`src/rtl/shift_rows_stage_if.sv`:
```
// Handshake bundle for the ShiftRows stage: input beat side and output beat side.
// The stage takes the slave view; the driving environment takes the master view.
interface shift_rows_stage_if #(
    parameter int TAG_W = 4
);
    logic [3:0][31:0] state_i;
    logic             enc_dec;
    logic [TAG_W-1:0] tag_i;
    logic             in_valid;
    logic             in_ready;
    logic [3:0][31:0] state_o;
    logic [TAG_W-1:0] tag_o;
    logic             out_valid;
    logic             out_ready;

    modport slave (
        input  state_i,
        input  enc_dec,
        input  tag_i,
        input  in_valid,
        output in_ready,
        output state_o,
        output tag_o,
        output out_valid,
        input  out_ready
    );

    modport master (
        output state_i,
        output enc_dec,
        output tag_i,
        output in_valid,
        input  in_ready,
        input  state_o,
        input  tag_o,
        input  out_valid,
        output out_ready
    );
endinterface

```
`src/rtl/shift_rows_stage.sv`:
```
// Registered ShiftRows / InvShiftRows stage with a 2-entry elastic buffer.
// M drives the outputs; S catches the beat accepted while M is stalled.
module shift_rows_stage #(
    parameter int TAG_W = 4
) (
    input logic              clk,
    input logic              rst_n,
    shift_rows_stage_if.slave bus
);

    typedef enum logic [1:0] {
        EMPTY = 2'd0,
        ONE   = 2'd1,
        FULL  = 2'd2
    } fill_e;

    typedef logic [3:0][31:0] state_t;

    // Row r rotates by r columns: left for encrypt, right for decrypt.
    function automatic state_t shift_rows(input state_t s, input logic enc);
        state_t res;
        logic [1:0] src;
        res = '0;
        for (int row = 0; row < 4; row++) begin
            for (int col = 0; col < 4; col++) begin
                src = enc ? 2'(col + row) : 2'(col - row);
                res[col][8*row +: 8] = s[src][8*row +: 8];
            end
        end
        return res;
    endfunction

    fill_e            fill_q, fill_d;
    state_t           m_state_q, m_state_d;
    state_t           s_state_q, s_state_d;
    logic [TAG_W-1:0] m_tag_q, m_tag_d;
    logic [TAG_W-1:0] s_tag_q, s_tag_d;
    logic             in_ready_q, in_ready_d;

    state_t           beat_state;
    logic             in_xfer;
    logic             out_xfer;

    assign bus.in_ready  = in_ready_q;
    assign bus.out_valid = (fill_q != EMPTY);
    assign bus.state_o   = m_state_q;
    assign bus.tag_o     = m_tag_q;

    // Fill-level transitions and M/S loading; shift is applied before capture.
    always_comb begin
        fill_d     = fill_q;
        m_state_d  = m_state_q;
        m_tag_d    = m_tag_q;
        s_state_d  = s_state_q;
        s_tag_d    = s_tag_q;
        beat_state = shift_rows(bus.state_i, bus.enc_dec);
        in_xfer    = bus.in_valid && in_ready_q;
        out_xfer   = (fill_q != EMPTY) && bus.out_ready;

        unique case (fill_q)
            EMPTY: begin
                if (in_xfer) begin
                    fill_d    = ONE;
                    m_state_d = beat_state;
                    m_tag_d   = bus.tag_i;
                end
            end
            ONE: begin
                if (in_xfer && out_xfer) begin
                    m_state_d = beat_state;
                    m_tag_d   = bus.tag_i;
                end else if (in_xfer) begin
                    fill_d    = FULL;
                    s_state_d = beat_state;
                    s_tag_d   = bus.tag_i;
                end else if (out_xfer) begin
                    fill_d = EMPTY;
                end
            end
            FULL: begin
                if (out_xfer) begin
                    fill_d    = ONE;
                    m_state_d = s_state_q;
                    m_tag_d   = s_tag_q;
                    s_state_d = '0;
                    s_tag_d   = '0;
                end
            end
            default: begin
                fill_d = EMPTY;
            end
        endcase

        in_ready_d = (fill_d != FULL);
    end

    // State and data registers; reset discards every held beat.
    always_ff @(posedge clk or negedge rst_n) begin
        if (!rst_n) begin
            fill_q     <= EMPTY;
            m_state_q  <= '0;
            m_tag_q    <= '0;
            s_state_q  <= '0;
            s_tag_q    <= '0;
            in_ready_q <= 1'b0;
        end else begin
            fill_q     <= fill_d;
            m_state_q  <= m_state_d;
            m_tag_q    <= m_tag_d;
            s_state_q  <= s_state_d;
            s_tag_q    <= s_tag_d;
            in_ready_q <= in_ready_d;
        end
    end

endmodule

```
`src/flat_wrapper.sv`:
```
// flat-port wrapper written by rule: the top's interface ports become plain ports
module shift_rows_stage_flat 
#(
    parameter int TAG_W = 4
)
  (clk, rst_n, bus_state_i, bus_enc_dec, bus_tag_i, bus_in_valid, bus_in_ready, bus_state_o, bus_tag_o, bus_out_valid, bus_out_ready);
  shift_rows_stage_if #(.TAG_W(TAG_W)) bus_i ();
  input logic clk;
  input logic rst_n;
  input wire logic [$bits(bus_i.state_i)-1:0] bus_state_i;
  input wire logic [$bits(bus_i.enc_dec)-1:0] bus_enc_dec;
  input wire logic [$bits(bus_i.tag_i)-1:0] bus_tag_i;
  input wire logic [$bits(bus_i.in_valid)-1:0] bus_in_valid;
  output wire logic [$bits(bus_i.in_ready)-1:0] bus_in_ready;
  output wire logic [$bits(bus_i.state_o)-1:0] bus_state_o;
  output wire logic [$bits(bus_i.tag_o)-1:0] bus_tag_o;
  output wire logic [$bits(bus_i.out_valid)-1:0] bus_out_valid;
  input wire logic [$bits(bus_i.out_ready)-1:0] bus_out_ready;
  assign bus_i.state_i = bus_state_i;
  assign bus_i.enc_dec = bus_enc_dec;
  assign bus_i.tag_i = bus_tag_i;
  assign bus_i.in_valid = bus_in_valid;
  assign bus_in_ready = bus_i.in_ready;
  assign bus_state_o = bus_i.state_o;
  assign bus_tag_o = bus_i.tag_o;
  assign bus_out_valid = bus_i.out_valid;
  assign bus_i.out_ready = bus_out_ready;
  shift_rows_stage #(.TAG_W(TAG_W)) u_core (.clk(clk), .rst_n(rst_n), .bus(bus_i));
endmodule
```
`config.mk`:
```
export PLATFORM = sky130hd
export DESIGN_NAME = shift_rows_stage_flat
export DESIGN_NICKNAME = d
export VERILOG_FILES = /design/src/rtl/shift_rows_stage_if.sv /design/src/rtl/shift_rows_stage.sv /design/src/flat_wrapper.sv
export SDC_FILE = /design/constraint.sdc
export NUM_CORES = 1
export LEC_CHECK = 0
export ABC_AREA = 0
export BUFFER_PORTS_ARGS = -buffer_cell sky130_fd_sc_hd__buf_4
export CAP_MARGIN = 20
export CORE_MARGIN = 5
export CORE_UTILIZATION = 55
export CTS_BUF_LIST = sky130_fd_sc_hd__clkbuf_8 sky130_fd_sc_hd__clkbuf_16
export CTS_CLUSTER_SIZE = 10
export DETAILED_ROUTE_END_ITERATION = 12
export PLACE_DENSITY = 0.81
export SETUP_SLACK_MARGIN = 0.2
export SKIP_CTS_REPAIR_TIMING = 1
export SYNTH_ARGS = -nofsm -noshare
export SYNTH_HDL_FRONTEND = slang
export SYNTH_SLANG_ARGS = --single-unit
```
`constraint.sdc`:
```
create_clock -name clk -period 2.3 [get_ports clk]
set_input_delay 0.23 -clock clk [delete_from_list [all_inputs] [get_ports clk]]
set_output_delay 0.23 -clock clk [all_outputs]
set_load 0.02 [all_outputs]
```
* Word-level counts from Yosys, hierarchy flattened
Cells that the tools add are included.
Storage, ports and cells: input port bits 137, register bits after elaboration 267, logic and storage cells 65, output and inout port bits 134
Operators by class: reduce and logical (&&, ||, !) cells 9, equality and inequality tests 8, muxes and demuxes 32, order comparisons 4
Operators with widths (count):
- $mux 128 | 5
- $pmux 128 s3 | 1
- $bmux 32 s2 | 4
- $pmux 128 s2 | 1
- $mux 32 | 4
- $mux 4 | 5
- $mux 2 | 9
- $lt 2x3->1 const B | 4
- $pmux 4 s3 | 1
- $ne 2x1->1 const B | 4
- $pmux 4 s2 | 1
- $reduce_and 4->1 | 2
- $pmux 2 s3 | 1
- $ne 2x2->1 const B | 2
- $reduce_bool 2->1 | 2
- $logic_and 1x1->1 | 3
- $reduce_bool 3->1 | 1
- $eq 2x1->1 const B | 1
- $eq 2x2->1 const B | 1
- $logic_not 2->1 | 1

* Depth between registers and ports, before layout
Gate-level depths: netlist of the first run.
depth in word-level cells 7, gate-level depth with buffers 7, mapped depth without buffers 3

* Worst setup path after synthesis of the first run
OpenSTA, ideal clock, no wires.
path type register to register, from reg u_core.fill_q[1], to reg u_core.m_state_q (netlist bit u_core.bus.state_o[124]), arrival 1569 ps, library setup time 125 ps, cell stages (with the launch flop) 6, path buffers 2, period minus slack after synthesis 1694 ps, slack 606 ps, required time 2175 ps, path through dfrtp_1 -> nand3b_1 -> o21ai_2 -> buf_4 -> buf_6 -> mux2_2
Between the ends: cells in the longest elaborated chain, start to end 5, elaborated cells on any way between the ends 12, those cells by class eq/ne: 5; mux: 1; reduce/logical: 6
Ends and longest elaborated chain:
- from (decl) | RTL line shift_rows_stage.sv:33 | fill_e fill_q, fill_d;
- from (signal assigned) | RTL line shift_rows_stage.sv:107 | fill_q <= fill_d;
- $reduce_bool 2->1 | RTL line shift_rows_stage.sv:58 | out_xfer = (fill_q != EMPTY) && bus.out_ready;
- $logic_and 1x1->1 | RTL line shift_rows_stage.sv:58
- $logic_and 1x1->1 | RTL line shift_rows_stage.sv:69 | if (in_xfer && out_xfer) begin
- $ne 2x1->1 (no source line)
- $reduce_and 4->1 (no source line)
- to (signal assigned) | RTL line shift_rows_stage.sv:108 | m_state_q <= m_state_d;
- to (decl) | RTL line shift_rows_stage.sv:34 | state_t m_state_q, m_state_d;
Several ways; a longest one is shown, not always the timed one. A chain may end at the register's enable or synchronous reset.

* Worst setup path in the final report of the first run
from reg u_core.fill_q[1], to reg u_core.m_state_q (netlist bit u_core.bus.state_o[101])
Same word-level chain as after synthesis.

==> reports/results.ini, run 1 <==
[layout]
final_layout_size_suffix_gt1_frac = 0.457
layout_commonest_cell = buf_4
num_antenna_cells = 0
final_cell_mix = 280 x buf_4, 267 x dfrtp_1, 247 x mux2_2, 105 x mux2i_1, 70 x dlygate4sd3_1
area.growth.synth_to_final_pct = 31.6
layout.nets = 1410

[pwr]
worst_ir_drop_vdd_mv = 0.771
power_density_mw_per_mm2 = 1320
p_leak_nw = 8.16

[sta]
drv_slew = 0
rsz0062_at_grt = false
setup-violations-final = 0
fmax_mhz = 510
period_minus_slack_ps = 1960
finClkSkew_ps = 14.0
max_slew_margin = 0.621
setup_tns_ps = 0
hold_viol_final = 0
tightest_slew_ps = 568
fin_crit_sh = 0.852
whs_ps = 79.7

[place]
place.gp.congestion = 0.807
io_buffers = 270
hpwl_mm = 20.4

[clock_network]
cts_made_buffers = 31
cts_tree = built
cts.clk_slew.worst_paths_ps = 60
clk_latency_ps = 540
h-tree-depth = 1
cts_root_buffer = clkbuf_16
cts_num_sinks = 267
clockBufferDepth = 3

[die]
io_pins = 271
fp.coreArea_sq_mm = 0.0226
fp.dieArea_sq_mm = 0.0259
die_x_um = 161
start_util = 0.555
std_cell_rows = 55
fp.dieH_um = 161

[synthesis]
synthTopCellsByArea = dfrtp_1 53%, mux2_2 22%, mux2i_1 8.4%, a22o_1 4.8%, mux2_1 2.6%
synth.avg_cell_area_sq_um = 13.4
syn-cell-area_sq_mm = 0.0125
syn_inst = 939
ys_types = 24
synth-seq-cells = 267
synth_top_area_share = 0.533
ys_seq_area_frac = 0.533
yosysWarnings = 0
synth_nets = 1076
yosysTopAreaCell = dfrtp_1

[worst_hold_path]
min_to = u_core.s_state_q[126]
hold_depth = 4
hold_class = input pin to flop
worstHoldStart = bus_state_i[30]

[status]
outcome = finished, final reports clean

[setup_path]
r2r_setup_slack_ps = 340
end_kind = flop
worstSetupStartpointType = flop
r2r_end = u_core.bus.state_o[101]
critPathArrivalTime_ps = 2380
cp.required_ps = 2720
path_class = flop to flop
r2r-start = u_core.fill_q[1]
worstPathMaxFanout = 65
rr_worst_depth = 4

[drt]
first_iter_violations = 563
route.detailed.drc = 0
wl_per_cell_um = 20.5
wl_mm = 32.1
vias = 8808
ant_nets = 0
via_per_inst = 5.63
first_pass_iters = 5

[global_routing]
track_usage = 0.231
antenna_found_initial = 0
grt_pass1_vias = 9103
grt.overflow.total = 0
grt_pass1_wl_mm = 49.5
grt_max_degree = 69

[job]
max_cap_viol_count = 0

how the worst max path moves through the flow:
stage | from | end | cells past startpoint
2_1_floorplan | u_core.fill_q[1] | u_core.bus.state_o[124] | 5
4_1_cts | u_core.fill_q[1] | u_core.bus.state_o[101] | 4
3_5_place_dp | u_core.fill_q[0] | u_core.s_state_q[42] | 4
5_1_grt | u_core.fill_q[1] | u_core.s_state_q[0] | 5
3_3_place_gp | u_core.fill_q[1] | u_core.bus.tag_o[1] | 4
6_report | u_core.fill_q[1] | u_core.bus.state_o[101] | 4
power by group:
| group | leakage (nW) | switching [mW] | total (mW) | internal, mW |
|---|---|---|---|---|
| registers | 3.23 | 1.42 | 8.50 | 7.08 |
| clock network | 0.424 | 1.78 | 4.18 | 2.39 |
| logic | 4.51 | 4.45 | 9.15 | 4.70 |
| total | 8.16 | 7.66 | 21.8 | 14.2 |
Yosys cell counts:
cell type / instances
a21boi_2: 1
o211ai_1: 12
and3b_1: 1
o21ai_0: 12
mux2_1: 29
buf_4: 6
nor2b_2: 1
a22o_1: 68
mux2i_1: 105
o22ai_1: 2
clkbuf_1: 8
dfrtp_1: 267
and2b_1: 1
nor2_1: 53
o21ai_2: 1
nand2_1: 13
mux2_2: 247
or2_2: 1
buf_6: 11
buf_2: 42
a21oi_1: 1
inv_1: 53
nand3b_1: 2
nand2b_1: 2
state kept, by name, summed over array words and instances, names as in the netlist:
signal	cells
u_core.s_tag_q	4
u_core.bus.state_o	128
u_core.s_state_q	128
u_core.bus.in_ready	1
u_core.bus.tag_o	4
u_core.fill_q	2
metrics by stage:
| step | setup WS, ps | cells | power [mW] | utilization | area, sq um |
|---|---|---|---|---|---|
| CTS | 376 | 1494 | 21.8 | 0.700 | 15800 |
| global route | 287 | 1564 | 23.1 | 0.731 | 16500 |
| detailed placement | 383 | 1455 | 17.5 | 0.664 | 15000 |
| global placement | 432 | 1455 | 17.2 | 0.664 | 15000 |
| finish | 340 | 1564 | 21.8 | 0.731 | 16500 |
| floorplan | 606 | 939 | 13.9 | - | 12500 |
layer usage:
| metal | part of all wire | GRT usage |
|---|---|---|
| met1 | 0.42 | 0.315 |
| met2 | 0.50 | 0.381 |
| met3 | 0.069 | 0.0582 |
| met4 | 0.020 | 0.0461 |
| met5 | 0 | 0 |
worst max-delay path, cell delays in order (launching register included):
cell,delay [ps]
dfrtp_1,510
nor2b_4,270
buf_12,320
mux2_2,390
mux2_2,280
kinds of logic (layout without fill, tap and decap cells):
logic type,after synthesis,count (layout),share of synthesized area
compound gates,97,97,0.0625
mux,381,381,0.332
simple gates,74,74,0.0244
buf+inv,120,460,0.0485
flops,267,267,0.533
area by class of cell:
| cell class | count | area [sq um] |
|---|---|---|
| Clock buffer | 32 | 790 |
| Clock inverter | 7 | 28.8 |
| Fill cell | 1494 | 6070 |
| Inverter | 53 | 199 |
| Multi-Input combinational cell | 552 | 5280 |
| Sequential cell | 267 | 6680 |
| Tap cell | 285 | 357 |
| Timing Repair Buffer | 368 | 3160 |
Power figures use the tool's default switching activity.
==> run 2: changes to the inputs <==
Settings changed: CELL_PAD_IN_SITES_DETAIL_PLACEMENT set to 0, CELL_PAD_IN_SITES_GLOBAL_PLACEMENT set to 1, CORE_UTILIZATION 55 to 44, PLACE_DENSITY 0.81 to unset, PLACE_DENSITY_LB_ADDON set to 0.1.
==> reports/results.ini, run 2 (same netlist as run 1, synthesis figures left out) <==
[status]
outcome = finished, final reports clean

[setup_path]
cp.required_ps = 2720
end_kind = flop
path_class = flop to flop
critPathArrivalTime_ps = 2350
r2r_setup_slack_ps = 370
worstSetupStartpointType = flop
rr_worst_depth = 4
worstPathMaxFanout = 74
r2r_end = u_core.s_state_q[47]
r2r-start = u_core.fill_q[0]

[global_routing]
grt_max_degree = 75
grtUsageMet3 = 0.0502
use_met2 = 0.288
grt_busiest_layer = met2
grt_pass1_wl_mm = 46.9
grt_pass1_vias = 8431
antenna_found_initial = 0
grt.overflow.total = 0
track_usage = 0.183
use_met1 = 0.256

[layout]
final_layout_size_suffix_gt1_frac = 0.454
layout.cells.non_filler = 1653
layout_commonest_cell = buf_4
layout.nets = 1404
area.growth.synth_to_final_pct = 32.0
final_cell_mix = 277 x buf_4, 267 x dfrtp_1, 247 x mux2_2, 105 x mux2i_1, 70 x dlygate4sd3_1

[place]
io_buffers = 270
hpwl_mm = 20.1
dp_slack_ps = 415
place.gp.congestion = 0.749
place_inst = 1542

[die]
io_pins = 271
die_x_um = 179
fp.coreArea_sq_mm = 0.0279
std_cell_rows = 61
start_util = 0.449
fp.dieH_um = 179
fp.dieArea_sq_mm = 0.0320

[clock_network]
cts.clk_slew.worst_paths_ps = 60
cts_tree = built
h-tree-depth = 1
cts_made_buffers = 31
clockBufferDepth = 3
clk_latency_ps = 540
cts_num_sinks = 267
cts_root_buffer = clkbuf_16

[pwr]
p_sw_mw = 7.40
p_int_mw = 14.1
power_frac_seq = 0.388
sw_frac_of_total = 0.344
worst_ir_drop_vdd_mv = 0.687
p_leak_nw = 8.13
p_comb_frac = 0.418
power_density_mw_per_mm2 = 1300
p_clk_frac = 0.195

[drt]
first_pass_iters = 6
first_iter_violations = 384
vias = 8388
wl_per_cell_um = 18.6
via_per_inst = 5.07
wl_mm = 30.8
route.detailed.drc = 0
ant_nets = 0

[worst_hold_path]
worstHoldStart = bus_state_i[78]
hold_depth = 4
min_to = u_core.s_state_q[110]
hold_class = input pin to flop

[sta]
fmax_mhz = 519
setup_ws_ps = 374
period_minus_slack_ps = 1930
whs_ps = 82.9
drv_slew = 0
fin_crit_sh = 0.837
hold_viol_final = 0
setup_tns_ps = 0
finClkSkew_ps = 5.43
setup-violations-final = 0
rsz0062_at_grt = false
tightest_slew_ps = 520
max_slew_margin = 0.653

[job]
max_cap_viol_count = 0

## run 2: changes by cell type in the layout (fill, tap and decap cells not counted)
| cell | change |
|---|---|
| buf_12 | -3 |
| inv_1 | +1 |
| diode_2 | +1 |
| clkbuf_8 | +1 |
| buf_4 | -3 |
| clkinv_2 | -1 |
## run 2: critical path: stages (launching register included)
cell      delay [ps]
dfrtp_1          470
nand3b_1         240
a21boi_4         280
buf_12           340
mux2_2           390
## run 2: metrics by stage
step                utilization  power, mW  instance area (sq um)
floorplan                     -       13.9                  12500
global placement          0.537       17.3                  15000
detailed placement        0.537       17.4                  15000
CTS                       0.567       21.8                  15800
global route              0.592       22.9                  16500
finish                    0.592       21.5                  16500
## run 2: layout make-up
| cell class | instances | area (sq um) |
|---|---|---|
| diodes | 1 | 2.50 |
| clock buffers | 33 | 803 |
| clock inverters | 7 | 27.5 |
| fillers | 2334 | 11400 |
| inverters | 53 | 199 |
| multi-input cells | 552 | 5280 |
| flip-flops and latches | 267 | 6680 |
| well taps | 378 | 473 |
| repair buffers | 362 | 3080 |
## run 2: layer usage
layer | wire length (um) | share of wire | vias to the layer above
met2 | 14300 | 0.47 | 211
met4 | 575 | 0.019 | 0
met5 | 0 | 0 | -
met1 | 13600 | 0.44 | 4157
li1 | - | - | 3982
met3 | 2210 | 0.072 | 38
## run 2: power groups by stage
stage / registers, mW / logic (mW) / clock network, mW
final: 8.35 / 8.99 / 4.19
after detailed placement: 8.41 / 9.03 / 0
after CTS: 8.37 / 9.06 / 4.34
after global routing: 8.66 / 9.69 / 4.52
after floorplan: 9.59 / 4.32 / 0
after global placement: 8.35 / 8.90 / 0
## run 2: worst max-delay path by stage
| stage | to | slack [ps] | cells past startpoint | startpoint |
|---|---|---|---|---|
| 2_1_floorplan | u_core.bus.state_o[124] | 610 | 5 | u_core.fill_q[1] |
| 3_3_place_gp | u_core.bus.state_o[7] | 420 | 4 | u_core.fill_q[1] |
| 3_5_place_dp | u_core.bus.state_o[69] | 410 | 4 | u_core.fill_q[0] |
| 4_1_cts | u_core.bus.state_o[112] | 400 | 4 | u_core.fill_q[0] |
| 5_1_grt | u_core.bus.state_o[7] | 330 | 4 | u_core.fill_q[1] |
| 6_report | u_core.s_state_q[47] | 370 | 4 | u_core.fill_q[0] |
